==> config.mk <==
export PLATFORM = sky130hd
export DESIGN_NAME = output_drain
export DESIGN_NICKNAME = d
export VERILOG_FILES = /design/src/rtl/output_drain.sv
export SDC_FILE = /design/constraint.sdc
export NUM_CORES = 1
export LEC_CHECK = 0
export CORE_MARGIN = 1.5
export CORE_UTILIZATION = 35
export DETAILED_ROUTE_END_ITERATION = 16
export PLACE_DENSITY = 0.67
export SLEW_MARGIN = 20
export SYNTH_ARGS = -nofsm -noshare
export SYNTH_HDL_FRONTEND = slang
export SYNTH_SLANG_ARGS = --single-unit
==> constraint.sdc <==
create_clock -name clk -period 2.14 [get_ports clk]
set_input_delay 0.214 -clock clk [delete_from_list [all_inputs] [get_ports clk]]
set_output_delay 0.214 -clock clk [all_outputs]
set_load 0.05 [all_outputs]
==> src/rtl/output_drain.sv <==
// output_drain: serialises MAC tiles (NB_LANES signed accumulator results) into a
// stream of narrowed output samples, one lane per output_valid/output_ready handshake.
//
// Two tile slots are held. DRAIN is the tile whose lanes are being emitted, and
// PENDING is a waiting tile. When DRAIN's last lane handshakes, PENDING (or a tile
// accepted in the same cycle) moves straight in, so back-to-back tiles have no bubble.
//
// Each sample is out = narrow(lane >>> OUTPUT_SCALE), using an arithmetic shift.
// The build macro OUTPUT_DRAIN_SATURATE_EN selects how narrow() behaves:
//   defined   : narrow() clamps to [-2^(DATA_WIDTH-1), 2^(DATA_WIDTH-1)-1]
//   undefined : narrow() keeps the low DATA_WIDTH bits (two's-complement wrap)
//
// Ports
//   clk, rst_in        : clock and synchronous active-high reset
//   tile_in            : NB_LANES x ACC_WIDTH signed lanes, lane k at [k*ACC_WIDTH +: ACC_WIDTH]
//   tile_x/y/ch_base   : coordinates of the tile, captured when the tile is accepted
//   tile_valid/ready   : tile handshake; tile_ready = !PENDING_full
//   out, output_valid  : sample stream; output_ready from the consumer
//   output_x/y/ch      : sample coordinates; ch = tile_ch_base + lane, modulo its width
//   tile_done          : one-cycle pulse on the final lane handshake of a tile

module output_drain #(
  parameter int unsigned DATA_WIDTH         = 16,
  parameter int unsigned ACC_WIDTH          = 32,
  parameter int unsigned NB_LANES           = 16,
  parameter int unsigned OUTPUT_SCALE       = 0,
  parameter int unsigned FEATURE_MAP_WIDTH  = 1024,
  parameter int unsigned FEATURE_MAP_HEIGHT = 1024,
  parameter int unsigned OUTPUT_NB_CHANNELS = 64,
  localparam int unsigned XW = (FEATURE_MAP_WIDTH > 1) ? $clog2(FEATURE_MAP_WIDTH) : 1,
  localparam int unsigned YW = (FEATURE_MAP_HEIGHT > 1) ? $clog2(FEATURE_MAP_HEIGHT) : 1,
  localparam int unsigned CW = (OUTPUT_NB_CHANNELS > 1) ? $clog2(OUTPUT_NB_CHANNELS) : 1
) (
  input  logic                           clk,
  input  logic                           rst_in,
  input  logic [NB_LANES*ACC_WIDTH-1:0]  tile_in,
  input  logic [XW-1:0]                  tile_x,
  input  logic [YW-1:0]                  tile_y,
  input  logic [CW-1:0]                  tile_ch_base,
  input  logic                           tile_valid,
  output logic                           tile_ready,
  output logic signed [DATA_WIDTH-1:0]   out,
  output logic                           output_valid,
  input  logic                           output_ready,
  output logic [XW-1:0]                  output_x,
  output logic [YW-1:0]                  output_y,
  output logic [CW-1:0]                  output_ch,
  output logic                           tile_done
);

  localparam int unsigned LW = (NB_LANES > 1) ? $clog2(NB_LANES) : 1;

  typedef logic [NB_LANES-1:0][ACC_WIDTH-1:0] tile_t;

  // DRAIN slot
  logic          drain_full_q, drain_full_d;
  tile_t         drain_data_q, drain_data_d;
  logic [XW-1:0] drain_x_q, drain_x_d;
  logic [YW-1:0] drain_y_q, drain_y_d;
  logic [CW-1:0] drain_ch_q, drain_ch_d;

  // PENDING slot
  logic          pend_full_q, pend_full_d;
  tile_t         pend_data_q, pend_data_d;
  logic [XW-1:0] pend_x_q, pend_x_d;
  logic [YW-1:0] pend_y_q, pend_y_d;
  logic [CW-1:0] pend_ch_q, pend_ch_d;

  // Lane counter within the DRAIN tile
  logic [LW-1:0] lane_q, lane_d;

  logic accept;
  logic hs;
  logic last_hs;
  logic drain_free;

  // Shift then narrow one accumulator lane to the sample width.
  function automatic logic signed [DATA_WIDTH-1:0] narrow(input logic signed [ACC_WIDTH-1:0] v);
`ifdef OUTPUT_DRAIN_SATURATE_EN
    localparam logic signed [ACC_WIDTH-1:0] SatMax =
        {{(ACC_WIDTH-DATA_WIDTH+1){1'b0}}, {(DATA_WIDTH-1){1'b1}}};
    localparam logic signed [ACC_WIDTH-1:0] SatMin =
        {{(ACC_WIDTH-DATA_WIDTH+1){1'b1}}, {(DATA_WIDTH-1){1'b0}}};
    logic signed [ACC_WIDTH-1:0] s;
    s = v >>> OUTPUT_SCALE;
    if (s > SatMax) begin
      narrow = SatMax[DATA_WIDTH-1:0];
    end else if (s < SatMin) begin
      narrow = SatMin[DATA_WIDTH-1:0];
    end else begin
      narrow = s[DATA_WIDTH-1:0];
    end
`else
    narrow = DATA_WIDTH'(v >>> OUTPUT_SCALE);
`endif
  endfunction

  // Handshake decode. Reset masks the stream and the accept path so that nothing
  // moves in the reset cycle, and tile_ready reads 1 while reset is held.
  assign tile_ready   = !pend_full_q || rst_in;
  assign output_valid = drain_full_q && !rst_in;
  assign accept       = tile_valid && !pend_full_q && !rst_in;
  assign hs           = output_valid && output_ready;
  assign last_hs      = hs && (lane_q == LW'(NB_LANES - 1));
  assign drain_free   = !drain_full_q || last_hs;
  assign tile_done    = last_hs;

  // Outputs come from registered slot state only, so they hold steady under stall.
  // They are forced to zero while no sample is offered.
  always_comb begin
    out       = '0;
    output_x  = '0;
    output_y  = '0;
    output_ch = '0;
    if (output_valid) begin
      out       = narrow(drain_data_q[lane_q]);
      output_x  = drain_x_q;
      output_y  = drain_y_q;
      output_ch = drain_ch_q + CW'(lane_q);
    end
  end

  always_comb begin
    drain_full_d = drain_full_q;
    drain_data_d = drain_data_q;
    drain_x_d    = drain_x_q;
    drain_y_d    = drain_y_q;
    drain_ch_d   = drain_ch_q;
    pend_full_d  = pend_full_q;
    pend_data_d  = pend_data_q;
    pend_x_d     = pend_x_q;
    pend_y_d     = pend_y_q;
    pend_ch_d    = pend_ch_q;
    lane_d       = lane_q;

    if (hs) begin
      lane_d = last_hs ? '0 : lane_q + LW'(1);
    end

    if (drain_free) begin
      if (pend_full_q) begin
        // PENDING is older than anything on the input; tile_ready is low here,
        // so no new tile can arrive in this cycle.
        drain_full_d = 1'b1;
        drain_data_d = pend_data_q;
        drain_x_d    = pend_x_q;
        drain_y_d    = pend_y_q;
        drain_ch_d   = pend_ch_q;
        pend_full_d  = 1'b0;
      end else if (accept) begin
        drain_full_d = 1'b1;
        drain_data_d = tile_in;
        drain_x_d    = tile_x;
        drain_y_d    = tile_y;
        drain_ch_d   = tile_ch_base;
      end else begin
        drain_full_d = 1'b0;
      end
    end else if (accept) begin
      pend_full_d = 1'b1;
      pend_data_d = tile_in;
      pend_x_d    = tile_x;
      pend_y_d    = tile_y;
      pend_ch_d   = tile_ch_base;
    end
  end

  always_ff @(posedge clk) begin
    if (rst_in) begin
      drain_full_q <= 1'b0;
      drain_data_q <= '0;
      drain_x_q    <= '0;
      drain_y_q    <= '0;
      drain_ch_q   <= '0;
      pend_full_q  <= 1'b0;
      pend_data_q  <= '0;
      pend_x_q     <= '0;
      pend_y_q     <= '0;
      pend_ch_q    <= '0;
      lane_q       <= '0;
    end else begin
      drain_full_q <= drain_full_d;
      drain_data_q <= drain_data_d;
      drain_x_q    <= drain_x_d;
      drain_y_q    <= drain_y_d;
      drain_ch_q   <= drain_ch_d;
      pend_full_q  <= pend_full_d;
      pend_data_q  <= pend_data_d;
      pend_x_q     <= pend_x_d;
      pend_y_q     <= pend_y_d;
      pend_ch_q    <= pend_ch_d;
      lane_q       <= lane_d;
    end
  end

endmodule

==> key figures <==
Pwr
  • Peak supply drop: 0.7164 mV
  • Power, Total: 25.45 mW
  • Leakage: 10.57 nW
  • Pwr/cell area: 785.5 nW/um^2

Global route
  • GRT Total Usage: 0.2284
  • Met3 usage: 0.06635
  • First-pass GRT wire length: 127,300 um
  • Total gr overflow: 0
  • Most used routing layer: met2
  • Largest net degree at the start of global routing: 226
  • Met1 Use GR: 0.2955
  • Vias in the first global route: 19,960
  • Global routing usage on met2: 0.3561
  • Initial antenna violation count: 40

Timing
  • Unrepaired setup endpoints after global routing: yes
  • Final setup vio count: 21
  • Slew Limit Fails: 0
  • Final hold vios: 0
  • Max Fclk: 379.4 MHz
  • TNS Setup: -8580 ps
  • Setup ws final: -495.9 ps
  • Worst Max-Slew Pin Slew: 1189 ps
  • Slew margin rel.: 0.2076
  • Clock skew: 23.48 ps
  • Worst hold slack: 149.7 ps
  • Crit path time final: 2636 ps
  • Final Cycle Share: 1.232

Finish
  • Footprint of the multi-input gates: 12,540 sq um
  • Most frequent cells in the layout: nand2_1, a21oi_1, dfxtp_1, mux2i_1, clkdlybuf4s50_1
  • Filler instances: 6,643
  • Synth-to-Final Area Change: 30.43%
  • Sequential cell area: 11,430 sq um
  • Post-route cell area: 32,400 sq um
  • Final core area utilization: 0.4619
  • Share of layout cells above drive strength 1: 0.1266
  • Nets@finish: 3,562
  • Layout Cells excl Fill: 4,017

Synth
  • Most used DFF post-synth: dfxtp_1
  • Async SR Flop Fraction: 0
  • Flops & latches, synth: 570
  • Warnings, synthesis: 0
  • Largest cells by area after synthesis: dfxtp_1, mux2i_1, a21oi_1, nand2_1, a211oi_1
  • Share of the yosys chip area belonging to registers: 0.4594
  • Mapped Cells: 2,764
  • Syn_nets: 3,312
  • Syn_area_per_cell: 8.987 sq um
  • Largest area contributor in the netlist: dfxtp_1
  • Synth top area share: 0.4594
  • EDFF count, synth: 0
  • Netlist Area Pre-Place: 24,840 sq um
  • Cell variety after synth: 36

Placed design
  • Worst slack, placed: -185.9 ps
  • Dpl cell area: 29,960 sq um
  • Port Buf Inserts: 330
  • DPL Wire Length: 59,990 um
  • Inst Count DP: 3,875
  • Gpl congestion: 0.8432

Clock tree
  • TritonCTS clock tree: built
  • Hold buffer count at CTS: 0
  • CTS clock-pin slew for the worst setup and hold paths: 60 ps
  • Skew-Pair Late Insertion Delay: 640 ps
  • Inserted Clock Buffers: 60
  • Root Buffer: clkbuf_16
  • Clock Tree Buf Depth: 3
  • CTS Sinks: 570
  • H-tree depth: 2

Run
  • Max Cap Viol: 0

Floorplanning
  • DIE AREA: 72,580 sq um
  • FP Rows: 97
  • Die H: 269.4 um
  • Starting Density: 0.3541
  • Core Box Area: 70,150 sq um
  • Die X: 269.4 um
  • # IOs: 587

Critical path
  • Critical path endpoint category: output pin
  • Crit path max fanout: 13
  • Reg2reg start: lane_q[2]
  • Arr. time, crit path: 2420 ps
  • CP required: 1930 ps
  • CP Class: reg2out
  • Worst reg2reg setup slack: 100 ps
  • Origin of the worst setup path: lane_q[2]
  • Crit start category: flip-flop

Worst hold path
  • Worst hold path type: in2reg
  • Hold_sp: tile_in[288]

Route
  • Drt wl/cell: 21.60 um
  • Post-route ant nets: 0
  • Final WL: 86,750 um
  • Iteration-0 DRC Markers: 1,980
  • DRC violations left: 0
  • Vias: 21,610
  • Drt first pass iters: 7
  • Vias per inst: 5.380

Outcome
  • Violated checks: setup timing
  • Status: finished, violations left
## metal layers
layer | vias to the layer above | part of all wire
met2 | 658 | 0.46
li1 | 10410 | -
met3 | 175 | 0.088
met1 | 10340 | 0.41
met4 | 32 | 0.037
met5 | - | 0.0023
## layout make-up
class / instances / area share
clock inverters: 13 / 0.004171
inverters: 2 / 0.0002317
clock buffers: 91 / 0.05491
multi-input cells: 1913 / 0.3872
repair buffers: 467 / 0.1629
diodes: 21 / 0.001622
flip-flops and latches: 570 / 0.3527
well taps: 940 / 0.03630
## sequential cells by signal, summed over array words and instances (netlist names)
signal,cells
drain_ch_q,6
drain_data_q,256
drain_full_q,1
drain_x_q,10
drain_y_q,10
lane_q,4
pend_ch_q,6
pend_data_q,256
pend_full_q,1
pend_x_q,10
pend_y_q,10
## logic make-up (layout without fill, tap and decap cells)
| logic type | Yosys count | after routing | synth area share |
|---|---|---|---|
| buffers and inverters | 281 | 573 | 0.04795 |
| adders and majority gates | 6 | 6 | 0.003324 |
| DFF | 570 | 570 | 0.4594 |
| AOI/OAI and AO/OA | 907 | 907 | 0.2167 |
| other | 0 | 21 | 0 |
| xor gates and xnor gates | 5 | 5 | 0.001763 |
| and+or+nand+nor | 633 | 633 | 0.1003 |
| muxes | 362 | 362 | 0.1705 |
## power breakdown
group          total [mW]  switching (mW)  internal, mW
Clock                10.3            4.34          5.93
Sequential           11.5           0.332          11.2
Combinational        3.64            1.97          1.67
Total                25.4            6.64          18.8
## critical path: stages (launching register included)
cell and delay, ps:
dfxtp_4 440, buf_12 190, mux4_2 570, a22oi_2 310, o21ai_2 120, buf_12 170
## final timing paths
| check | to | depth (start not counted) |
|---|---|---|
| setup / recovery | out[8] | 5 |
| hold / removal | pend_data_q[288] | 3 |
| setup reg to reg | drain_data_q[293] | 8 |
| hold reg to reg | pend_data_q[39] | 2 |
## synth_stat cells, drive strengths merged (3+ instances only)
cell,count
o21ai,18
and2,24
buf,119
nand3,4
nand2b,3
nor2,22
ha,5
xor2,3
a211oi,282
a22oi,16
clkbuf,160
mux2i,313
a21oi,571
dfxtp,570
nand2,570
a221o,16
mux4,49
## timing repair
action,4_1_cts,5_1_grt
pin swaps,12,8
resized for setup,38,24
setup endpoints to repair,30,170
setup buffers,5,10
gates cloned,2,1
Note: power is estimated with default switching activity, not from simulation.
